$ cat config.mk
export PLATFORM = sky130hd
export DESIGN_NAME = xm_mem_interface
export DESIGN_NICKNAME = d
export VERILOG_FILES = /design/src/rtl/xm_mem_interface.sv
export SDC_FILE = /design/constraint.sdc
export NUM_CORES = 1
export LEC_CHECK = 0
export BUFFER_PORTS_ARGS = -buffer_cell sky130_fd_sc_hd__clkbuf_2
export CELL_PAD_IN_SITES_DETAIL_PLACEMENT = 1
export CELL_PAD_IN_SITES_GLOBAL_PLACEMENT = 1
export CORE_MARGIN = 1.5
export CORE_UTILIZATION = 31
export DETAILED_ROUTE_END_ITERATION = 10
export HOLD_SLACK_MARGIN = 0.02
export MAX_ROUTING_LAYER = met4
export PLACE_DENSITY_LB_ADDON = 0.1
export SYNTH_ARGS = -nofsm -noshare
export SYNTH_HDL_FRONTEND = slang
export SYNTH_SLANG_ARGS = --single-unit
$ cat constraint.sdc
create_clock -name clk_i -period 1.8 [get_ports clk_i]
set_clock_uncertainty 0.05 [all_clocks]
set_input_delay 0.09 -clock clk_i [delete_from_list [all_inputs] [get_ports clk_i]]
set_output_delay 0.09 -clock clk_i [all_outputs]
set_load 0.1 [all_outputs]
$ cat src/rtl/xm_mem_interface.sv
// xm_mem_interface: converts the XM controller's single-cycle memory request
// into a multi-cycle external bus transaction with programmed wait states,
// ready handshake, misaligned-word rejection and bus timeout abort.
module xm_mem_interface #(
    parameter int WORD        = 16,
    parameter int ADDR        = 16,
    parameter int WAIT_STATES = 1,
    parameter int TIMEOUT     = 255
) (
    input  logic            clk_i,
    input  logic            arst_i,
    input  logic            memEn_i,
    input  logic            memRW_i,
    input  logic            byteOp_i,
    input  logic [ADDR-1:0] adr_i,
    input  logic [WORD-1:0] wrData_i,
    output logic            memBusy_o,
    output logic [WORD-1:0] rdData_o,
    output logic            rdValid_o,
    output logic            alignErr_o,
    output logic            busErr_o,
    output logic [ADDR-1:0] busAdr_o,
    output logic [WORD-1:0] busWrData_o,
    input  logic [WORD-1:0] busRdData_i,
    output logic            busCs_o,
    output logic            busWe_o,
    output logic [1:0]      busBe_o,
    input  logic            busReady_i
);

    localparam int HALF = WORD / 2;

    typedef enum logic {
        S_IDLE   = 1'b0,
        S_ACCESS = 1'b1
    } state_t;

    state_t          r_state;
    state_t          w_next;
    logic [3:0]      r_wait;
    logic [7:0]      r_tmo;
    logic [ADDR-1:0] r_adr;
    logic [WORD-1:0] r_wdata;
    logic            r_rw;
    logic            r_byte;
    logic [WORD-1:0] r_rdData;
    logic            r_rdValid;
    logic            r_alignErr;
    logic            r_busErr;

    logic            w_misalign;
    logic            w_done;
    logic            w_tmo_hit;
    logic [WORD-1:0] w_rd_fmt;

    // A word access to an odd byte address cannot be expressed on the bus
    assign w_misalign = !byteOp_i && adr_i[0];
    // Ready only counts once the programmed wait states have elapsed
    assign w_done     = (r_wait == 4'd0) && busReady_i;
    // Last allowed not-ready cycle: counter would hit zero on this edge
    assign w_tmo_hit  = (r_wait == 4'd0) && !busReady_i && (r_tmo == 8'd1);
    // Byte reads are zero-extended from the lane picked by the address LSB
    assign w_rd_fmt   = r_byte ? {{HALF{1'b0}}, (r_adr[0] ? busRdData_i[WORD-1:HALF]
                                                          : busRdData_i[HALF-1:0])}
                               : busRdData_i;

    // State register
    always_ff @(posedge clk_i) begin
        if (arst_i) r_state <= S_IDLE;
        else        r_state <= w_next;
    end

    // Next-state: accept aligned requests in IDLE; leave ACCESS on ready or timeout
    always_comb begin
        w_next = r_state;
        case (r_state)
            S_IDLE:   if (memEn_i && !w_misalign) w_next = S_ACCESS;
            S_ACCESS: if (w_done || w_tmo_hit)    w_next = S_IDLE;
            default:  w_next = S_IDLE;
        endcase
    end

    // Request latch, counters, read capture and one-cycle status pulses
    always_ff @(posedge clk_i) begin
        if (arst_i) begin
            r_wait     <= '0;
            r_tmo      <= '0;
            r_adr      <= '0;
            r_wdata    <= '0;
            r_rw       <= 1'b0;
            r_byte     <= 1'b0;
            r_rdData   <= '0;
            r_rdValid  <= 1'b0;
            r_alignErr <= 1'b0;
            r_busErr   <= 1'b0;
        end else begin
            r_rdValid  <= 1'b0;
            r_alignErr <= 1'b0;
            r_busErr   <= 1'b0;
            case (r_state)
                S_IDLE: begin
                    if (memEn_i) begin
                        r_adr   <= adr_i;
                        r_wdata <= wrData_i;
                        r_rw    <= memRW_i;
                        r_byte  <= byteOp_i;
                        if (w_misalign) begin
                            r_alignErr <= 1'b1;
                        end else begin
                            r_wait <= 4'(WAIT_STATES);
                            r_tmo  <= 8'(TIMEOUT);
                        end
                    end
                end
                S_ACCESS: begin
                    if (r_wait != 4'd0) begin
                        r_wait <= r_wait - 4'd1;
                    end else if (busReady_i) begin
                        if (!r_rw) begin
                            r_rdData  <= w_rd_fmt;
                            r_rdValid <= 1'b1;
                        end
                    end else begin
                        r_tmo <= r_tmo - 8'd1;
                        if (r_tmo == 8'd1) r_busErr <= 1'b1;
                    end
                end
                default: ;
            endcase
        end
    end

    // Bus control: asserted only in ACCESS, driven from the latched request
    always_comb begin
        memBusy_o = 1'b0;
        busCs_o   = 1'b0;
        busWe_o   = 1'b0;
        busBe_o   = 2'b00;
        if (r_state == S_ACCESS) begin
            memBusy_o = 1'b1;
            busCs_o   = 1'b1;
            busWe_o   = r_rw;
            if (!r_byte)       busBe_o = 2'b11;
            else if (r_adr[0]) busBe_o = 2'b10;
            else               busBe_o = 2'b01;
        end
    end

    assign busAdr_o    = {r_adr[ADDR-1:1], 1'b0};
    assign busWrData_o = r_byte ? {r_wdata[HALF-1:0], r_wdata[HALF-1:0]} : r_wdata;
    assign rdData_o    = r_rdData;
    assign rdValid_o   = r_rdValid;
    assign alignErr_o  = r_alignErr;
    assign busErr_o    = r_busErr;

endmodule
-- After elaboration in Yosys (flattened, before gate mapping)
Cells that the tools add are included.
- output and inout port bits: 56
- register bits: 66
- input bits: 54
- logic and storage cells: 65
- equal/unequal tests: 6
- multiplexer cells: 23
- add/sub/neg operators: 2
- reduce and logical (&&, ||, !) cells: 18
- bitwise operators: 5
- operator list (kind ; count):
    $mux W8 ; 5
    $mux W16 ; 2
    $pmux W8 S2 ; 1
    $mux W4 ; 3
    $eq A8 B1 Y1 const B ; 1
    $ne A2 B2 Y1 const B ; 4
    $pmux W4 S2 ; 1
    $reduce_and A4 Y1 ; 2
    $reduce_or A4 Y1 ; 2
    $sub A8 B1 Y8 const B ; 1
    $mux W1 ; 7
    $mux W2 ; 3
    $logic_and A1 B1 Y1 ; 5
    $not A1 Y1 ; 5
    $logic_not A4 Y1 ; 1
    $reduce_bool A4 Y1 ; 1
    $sub A4 B1 Y4 const B ; 1
    $logic_not A1 Y1 ; 3
    $reduce_and A3 Y1 ; 1
    $reduce_or A3 Y1 ; 1
    $ne A2 B1 Y1 const B ; 1
    $pmux W1 S2 ; 1
    $reduce_and A2 Y1 ; 1
    $logic_or A1 B1 Y1 ; 1

-- Depth between registers and ports, before layout
Gate-level depths: netlist of the first run.
- depth after elaboration: 6
- depth in mapped cells: 8
- depth with buffers taken out: 6

-- Least setup slack after synthesis of the first run
Ideal clock, no wire load.
- kind: flip-flop to output port
- start point: reg r_state
- end point: out busBe_o[1]
- cell stages (with the launch flop): 3
- setup slack: -1.864 ns
- arrival time: 3.524 ns
- data required time: 1.660 ns
- cells stage by stage: dfxtp_1 -> buf_2 -> a21boi_0
- word-level cells in the longest chain between the ends: 1
- ends and longest elaborated chain (what ; line ; source):
    start, declared ; 38 ; state_t r_state;
    start signal, assigned ; 70 ; else r_state <= w_next;
    $mux W2 ; 139 ; if (r_state == S_ACCESS) begin
    end, declared ; 27 ; output logic [1:0] busBe_o,
No other way between the ends.

-- Final worst setup path of the first run
- start point: reg r_wait[0]
- end point: reg r_rdData[2], in the netlist rdData_o[2]
- word-level cells in the longest chain between the ends: 3
- ends and longest elaborated chain (what ; line ; source):
    start, declared ; 40 ; logic [3:0] r_wait;
    start signal, assigned ; 110 ; r_wait <= 4'(WAIT_STATES);
    start signal, assigned ; 117 ; r_wait <= r_wait - 4'd1;
    $reduce_bool A4 Y1 ; 116 ; if (r_wait != 4'd0) begin
    $not A1 Y1 (no source line) ; -- ;
    $reduce_and A4 Y1 (no source line) ; -- ;
    end signal, assigned ; 120 ; r_rdData <= w_rd_fmt;
    end, declared ; 46 ; logic [WORD-1:0] r_rdData;
No other way between the ends.
A chain may end at the register's enable or synchronous reset.

==> results of run 1 <==
[flip-flops by register name, summed over array words and instances (netlist names)]
register,cells
alignErr_o,1
busErr_o,1
r_adr,16
r_byte,1
r_rw,1
r_state,1
r_tmo,8
r_wait,4
r_wdata,16
rdData_o,16
rdValid_o,1
[per-stage QoR]
stage	utilization (%)	power (uW)	area [um^2]	worst slack (ns)	cells
CTS	46.9	4290	4290	0.00774	599
global placement	39.2	2910	3590	0.0344	533
finish	48.1	4270	4400	-0.0400	603
detailed placement	39.2	2930	3590	-0.0227	533
global route	48.1	4470	4400	-0.174	603
floorplan	-	2650	2930	0.0155	349
[what timing repair did]
action                     CTS  global route
pin swaps                    1            24
setup buffers                0             1
cloned                       0             3
hold endpoints to repair    51             0
resized for setup            1            10
setup endpoints to repair    8            13
hold buffers                50             0
[cell usage after synthesis (2+ instances only)]
library cell	instances
ha_1	3
buf_4	25
and2_1	3
mux2_2	8
a311oi_1	11
nand3b_1	9
clkbuf_1	19
nor3_1	9
a21oi_1	49
nand2b_1	2
nand3_1	10
xnor2_1	5
nor2b_1	2
dfxtp_1	66
buf_2	4
a211oi_1	2
nor2_1	9
inv_1	5
nand2_1	89
nor4_1	2
[worst max-delay path, stage by stage, from the launching register on]
cell       delay, ns
dfxtp_2         0.33
inv_2           0.07
ha_4            0.14
or3b_4          0.42
nor3_4          0.21
buf_12          0.14
clkbuf_16       0.14
nor2_2          0.03
a311oi_1        0.21
[layer usage]
layer	vias up	part of all wire, %
met4	0	1.2
met5	-	0
met3	8	3.8
met2	75	48
li1	1427	-
met1	1299	47
[cell type report]
type	instances	area, um^2
well taps	111	139
clock buffers	11	141
flip-flops and latches	66	1330
fillers	1086	4750
inverters	5	18.8
multi-input cells	230	1330
repair buffers	175	1390
clock inverters	5	55.1
[worst paths after layout]
| kind | cells after the start | to | startpoint | slack, ns |
|---|---|---|---|---|
| max reg2reg | 8 | rdData_o[2] | r_wait[0] | -0.04 |
| max | 8 | rdData_o[2] | r_wait[0] | -0.04 |
| min | 4 | r_state | busReady_i | 0.05 |
| min reg2reg | 2 | rdData_o[15] | rdData_o[15] | 0.41 |
[power groups by stage]
stage / Sequential (uW) / Clock, uW / Combinational (uW)
after floorplan: 1810 / 0 / 833
after global routing: 1650 / 1360 / 1460
after global placement: 1660 / 0 / 1250
after detailed placement: 1670 / 0 / 1260
final: 1640 / 1250 / 1380
after CTS: 1630 / 1300 / 1350
[logic make-up after synthesis]
family	after synthesis	synth area share, %
mux	8	3.12
other cells	1	0.130
simple gates	147	24.4
flops	66	45.7
xor+xnor	6	1.82
compound gates	64	12.8
buf+inv	54	10.7
fa+ha+maj	3	1.30
==> metrics.md, run 1 <==
| Metric | Value |
|---|---|
| CP max FO | `6` |
| Share of layout cells above drive strength 1 | `around 36%` |
| Core box area | `9150 um^2` |
| Pins Over Slew Limit | `0` |
| Count of routing violations after the opening detailed-route iteration | `50` |
| Cell taking the most area after synthesis | `dfxtp_1` |
| Die area | `between 9000 and 10000 um^2` |
| Setup TNS | `-0.0400 ns` |
| Drt pass-1 iters | `4` |
| Main synth FF type | `dfxtp_1` |
| Final WL | `8600 um` |
| Number of library cell types mapped by synthesis | `37` |
| H-tree levels | `3` |
| CTS tree | `done` |
| Via density | `around 4.7` |
| I/O Buffers | `108` |
| Period utilisation layout | `102%` |
| Syn_nets | `roughly 400` |
| DRC | `0` |
| Final setup viols | `1` |
| Sequential share of power | `a little under two fifths` |
| Antenna cells | `0` |
| Cell Area, Synth | `around 2900 um^2` |
| Combinational power share | `around 32%` |
| HP Class | `in2reg` |
| Maxcap violations | `0` |
| Most common cell after layout, fill and taps aside | `clkbuf_2` |
| Clk sink count | `66` |
| Avg Inst Size Synth | `slightly above 8 um^2` |
| Area share of the largest cell type after synthesis | `45.7%` |
| Final nets | `between 500 and 600` |
| Arrival time of the worst setup path | `around 2 ns` |
| CTS Buffer Depth | `2` |
| First-pass GRT wire length | `~13000 um` |
| Global-route usage over all layers | `17.2%` |
| Total CTS buffers | `9` |
| FF+latch count, synth | `66` |
| Total grt overflow | `0` |
| Failing checks | `setup timing` |
| F_max | `between 500 and 600 MHz` |
| Root Buffer | `clkbuf_8` |
| Die H | `about 100 um` |
| Yosys warning count | `0` |
| Sw power | `around 1600 uW` |
| CP required | `roughly 2.0 ns` |
| Met1 Resource Use GR | `between 20% and 30%` |
| Status | `finished, violations left` |
| VDD IR max | `0.000411 V` |
| Sw frac | `a little under two fifths` |
| Grt met3 use | `3.30%` |
| Gr busiest metal | `met2` |
| Critical path type | `reg2reg` |
| Sequential fraction of the synthesis area | `between 40% and 50%` |
| Largest net degree at the start of global routing | `36` |
| Num ports | `110` |
| RSZ-0062 raised after global routing | `yes` |
| Clk Latency, worst-skew pair | `between 0.3 and 0.4 ns` |
| Post-DRT Antenna Nets | `0` |
| Layout area overhead | `52.3%` |
| Reg clk slew, reported paths | `0.08 ns` |
| Number of synthesized flops with an enable pin | `0` |
| Starting Density | `about a third` |
| Initial antenna violation count | `0` |
| Crit start category | `flop` |
| Row Count | `35` |
| Internal power | `~2700 uW` |
| Async set-reset flop share out of synthesis | `0%` |
| Relative slew slack | `a little over three fifths` |
| Width of the die | `roughly 100 um` |
| Vias post-DR | `~2800` |
| Lkg Pwr | `roughly 0.0019 uW` |
| Final WS setup | `-0.0400 ns` |
| Critical path capture point type | `flop` |
| Vias in the first global route | `2802` |
| WL/cell | `~14 um` |
| Final hold violation count | `0` |
| Clk pwr share | `29.3%` |
| GR Layer Usage met2 | `between 20 and 30%` |
| Final HPWL DP | `between 5000 and 6000 um` |
| P per Cell Area | `~970 nW/um^2` |
| Most frequent cells in the layout | `98 x clkbuf_2, 88 x nand2_1, 62 x dfxtp_1` |
| GPL Wtd Cong | `0.751` |
| Slew of the pin with the lowest slew margin | `between 0.5 and 0.6 ns` |
| Worst Hold Slack | `approximately 0.048 ns` |
| Mapped Cells | `349` |
| Final min period | `~1.8 ns` |
| Top post-synthesis cells by area | `dfxtp_1 46%, nand2_1 12%, a21oi_1 8.5%` |
Power figures use the tool's default switching activity.
==> run 2: changes to the inputs <==
--- a/config.mk
+++ b/config.mk
@@ -8,6 +8,7 @@
 export BUFFER_PORTS_ARGS = -buffer_cell sky130_fd_sc_hd__clkbuf_2
 export CELL_PAD_IN_SITES_DETAIL_PLACEMENT = 1
 export CELL_PAD_IN_SITES_GLOBAL_PLACEMENT = 1
+export CORE_ASPECT_RATIO = 0.7
 export CORE_MARGIN = 1.5
 export CORE_UTILIZATION = 31
 export DETAILED_ROUTE_END_ITERATION = 10
==> metrics.md, run 2 (synthesis results as in run 1) <==
| Metric | Value |
|---|---|
| Width of the die | `118 um (+19%)` |
| Placed insts | `547 (+2.6%)` |
| Most common cell after layout, fill and taps aside | `clkbuf_2` |
| Failing checks | `setup timing` |
| RSZ-0062 raised after global routing | `yes` |
| CP required | `1.97 ns (-0.02 ns)` |
| Critical path capture point type | `flop` |
| Root Buffer | `clkbuf_16` |
| Multi-input logic area | `1320 um^2 (-0.94%)` |
| Final hold violation count | `0 (unchanged)` |
| Combinational power share | `30.3% (-2.1 points)` |
| Sw frac | `35.4% (-1.9 points)` |
| Power Total | `4600 uW (+7.7%)` |
| Crit start category | `flop` |
| Post-DRT Antenna Nets | `0 (unchanged)` |
| Sw power | `1630 uW (+2.1%)` |
| Fillers | `1085 (-0.092%)` |
| P per Cell Area | `1030 nW/um^2 (+5.9%)` |
| Final setup viols | `1 (unchanged)` |
| Vias in the first global route | `2952 (+5.4%)` |
| Final WS setup | `-0.0517 ns (-0.0116 ns)` |
| DRC | `0 (unchanged)` |
| Clk Latency, worst-skew pair | `0.33 ns (about the same)` |
| Clk sink count | `66 (unchanged)` |
| CTS Buffer Depth | `2 (unchanged)` |
| Largest net degree at the start of global routing | `36 (unchanged)` |
| Status | `finished, violations left` |
| Row Count | `29 (-17%)` |
| WL/cell | `14.5 um (+2.0%)` |
| Maxcap violations | `0 (unchanged)` |
| Count of routing violations after the opening detailed-route iteration | `102 (+100%)` |
| Period utilisation layout | `103% (+0.65 points)` |
| Num ports | `110 (unchanged)` |
| Relative slew slack | `62.6% (+0.098 points)` |
| Starting Density | `31.9% (+0.28 points)` |
| Cell Count, Final, Fillers Out | `619 (+2.7%)` |
| Antenna cells | `0 (unchanged)` |
| Final nets | `547 (+0.55%)` |
| Reg clk slew, reported paths | `0.05 ns (-0.03 ns)` |
| GPL Wtd Cong | `0.773 (+2.9%)` |
| Drt pass-1 iters | `4 (unchanged)` |
| F_max | `540 MHz (-0.63%)` |
| Arrival time of the worst setup path | `2.02 ns (about the same)` |
| Pins Over Slew Limit | `0 (unchanged)` |
| Final WL | `9000 um (+4.7%)` |
| Sequential share of power | `35.6% (-2.7 points)` |
| Share of layout cells above drive strength 1 | `34.5% (-1.2 points)` |
| Clk pwr share | `34.2% (+4.9 points)` |
| Vias post-DR | `2888 (+2.8%)` |
| CTS tree | `done` |
| Setup TNS | `-0.0517 ns (-0.0116 ns)` |
| Critical path type | `reg2reg` |
| Global-route usage over all layers | `19.1% (+1.9 points)` |
| Total grt overflow | `0 (unchanged)` |
| Worst slack, placed | `-0.00872 ns (+0.0139 ns)` |
| Core box area | `9070 um^2 (-0.89%)` |
| Lkg Pwr | `0.00190 uW (+2.1%)` |
| Most frequent cells in the layout | `98 x clkbuf_2, 88 x nand2_1, 63 x dfxtp_1` |
| Reg area | `1330 um^2 (about the same)` |
| Die area | `9920 um^2 (about the same)` |
| VDD IR max | `0.000508 V (+24%)` |
| HP Class | `in2reg` |
| Final min period | `1.85 ns (+0.0116 ns)` |
| Via density | `4.67 (+0.15%)` |
| Final HPWL DP | `5720 um (+5.1%)` |
| CP max FO | `12 (+6)` |
| Initial antenna violation count | `0 (unchanged)` |
| Total CTS buffers | `9 (unchanged)` |
| I/O Buffers | `108 (unchanged)` |
| Worst Hold Slack | `0.0836 ns (+0.0353 ns)` |
| Internal power | `2970 uW (+11%)` |
| Die H | `83.8 um (-16%)` |
| Layout area overhead | `54.9%` |
| H-tree levels | `3 (unchanged)` |
| First-pass GRT wire length | `14400 um (+9.5%)` |
| Slew of the pin with the lowest slew margin | `0.563 ns (-0.00148 ns)` |
-- run 2: cell count changes in the layout (fill, tap and decap cells not counted), moves of 2 or more --
| cell | delta |
|---|---|
| clkbuf_8 | -9 |
| clkbuf_16 | +8 |
| buf_4 | +4 |
| nor2_1 | +4 |
| nor2_2 | -4 |
| buf_12 | -2 |
| clkbuf_1 | +2 |
| clkinvlp_4 | -2 |
-- run 2: what timing repair did --
item,4_1_cts,5_1_grt
resized for setup,4,4
pin swaps,1,3
buffers inserted,1,2
hold buffers,50,0
gates cloned,2,1
hold endpoints to repair,51,0
setup endpoints to repair,11,22
-- run 2: power groups by stage --
| stage | combinational, uW | clock (uW) | sequential [uW] |
|---|---|---|---|
| floorplan | 833 | 0 | 1810 |
| global placement | 1260 | 0 | 1660 |
| detailed placement | 1260 | 0 | 1660 |
| CTS | 1380 | 1630 | 1640 |
| global route | 1470 | 1710 | 1650 |
| finish | 1390 | 1570 | 1640 |
-- run 2: critical path: stages, from the launching register on --
cell and delay [ns]:
dfxtp_2 0.33, inv_2 0.07, ha_4 0.13, or3b_4 0.42, nor3_4 0.20, buf_12 0.17, nor2_1 0.04, a311oi_1 0.32
-- run 2: cell type report --
class | count | area share (%)
Multi-Input combinational cell | 230 | 29.4
Sequential cell | 66 | 29.7
Timing Repair Buffer | 178 | 31.2
Inverter | 5 | 0.419
Tap cell | 124 | 3.47
Clock inverter | 3 | 0.335
Clock buffer | 13 | 5.59
-- run 2: final timing paths --
check	from	end	slack, ns	cells after the start
worst max-delay path	r_wait[0]	rdData_o[2]	-0.05	7
worst min-delay path	busReady_i	r_state	0.08	4
worst max register to register	r_wait[0]	rdData_o[2]	-0.05	7
worst min register to register	r_wdata[15]	r_wdata[15]	0.40	2
-- run 2: layer usage --
| layer | wire, um | global-route usage, % |
|---|---|---|
| met5 | 0 | - |
| met4 | 93 | 5.48 |
| met3 | 494 | 6.08 |
| met2 | 4250 | 30.3 |
| met1 | 4160 | 23.4 |
-- run 2: stage by stage --
step | cell area, um^2 | util [%]
floorplan | 2930 | -
global placement | 3600 | 39.7
detailed placement | 3600 | 39.7
CTS | 4420 | 48.7
global route | 4480 | 49.4
finish | 4480 | 49.4
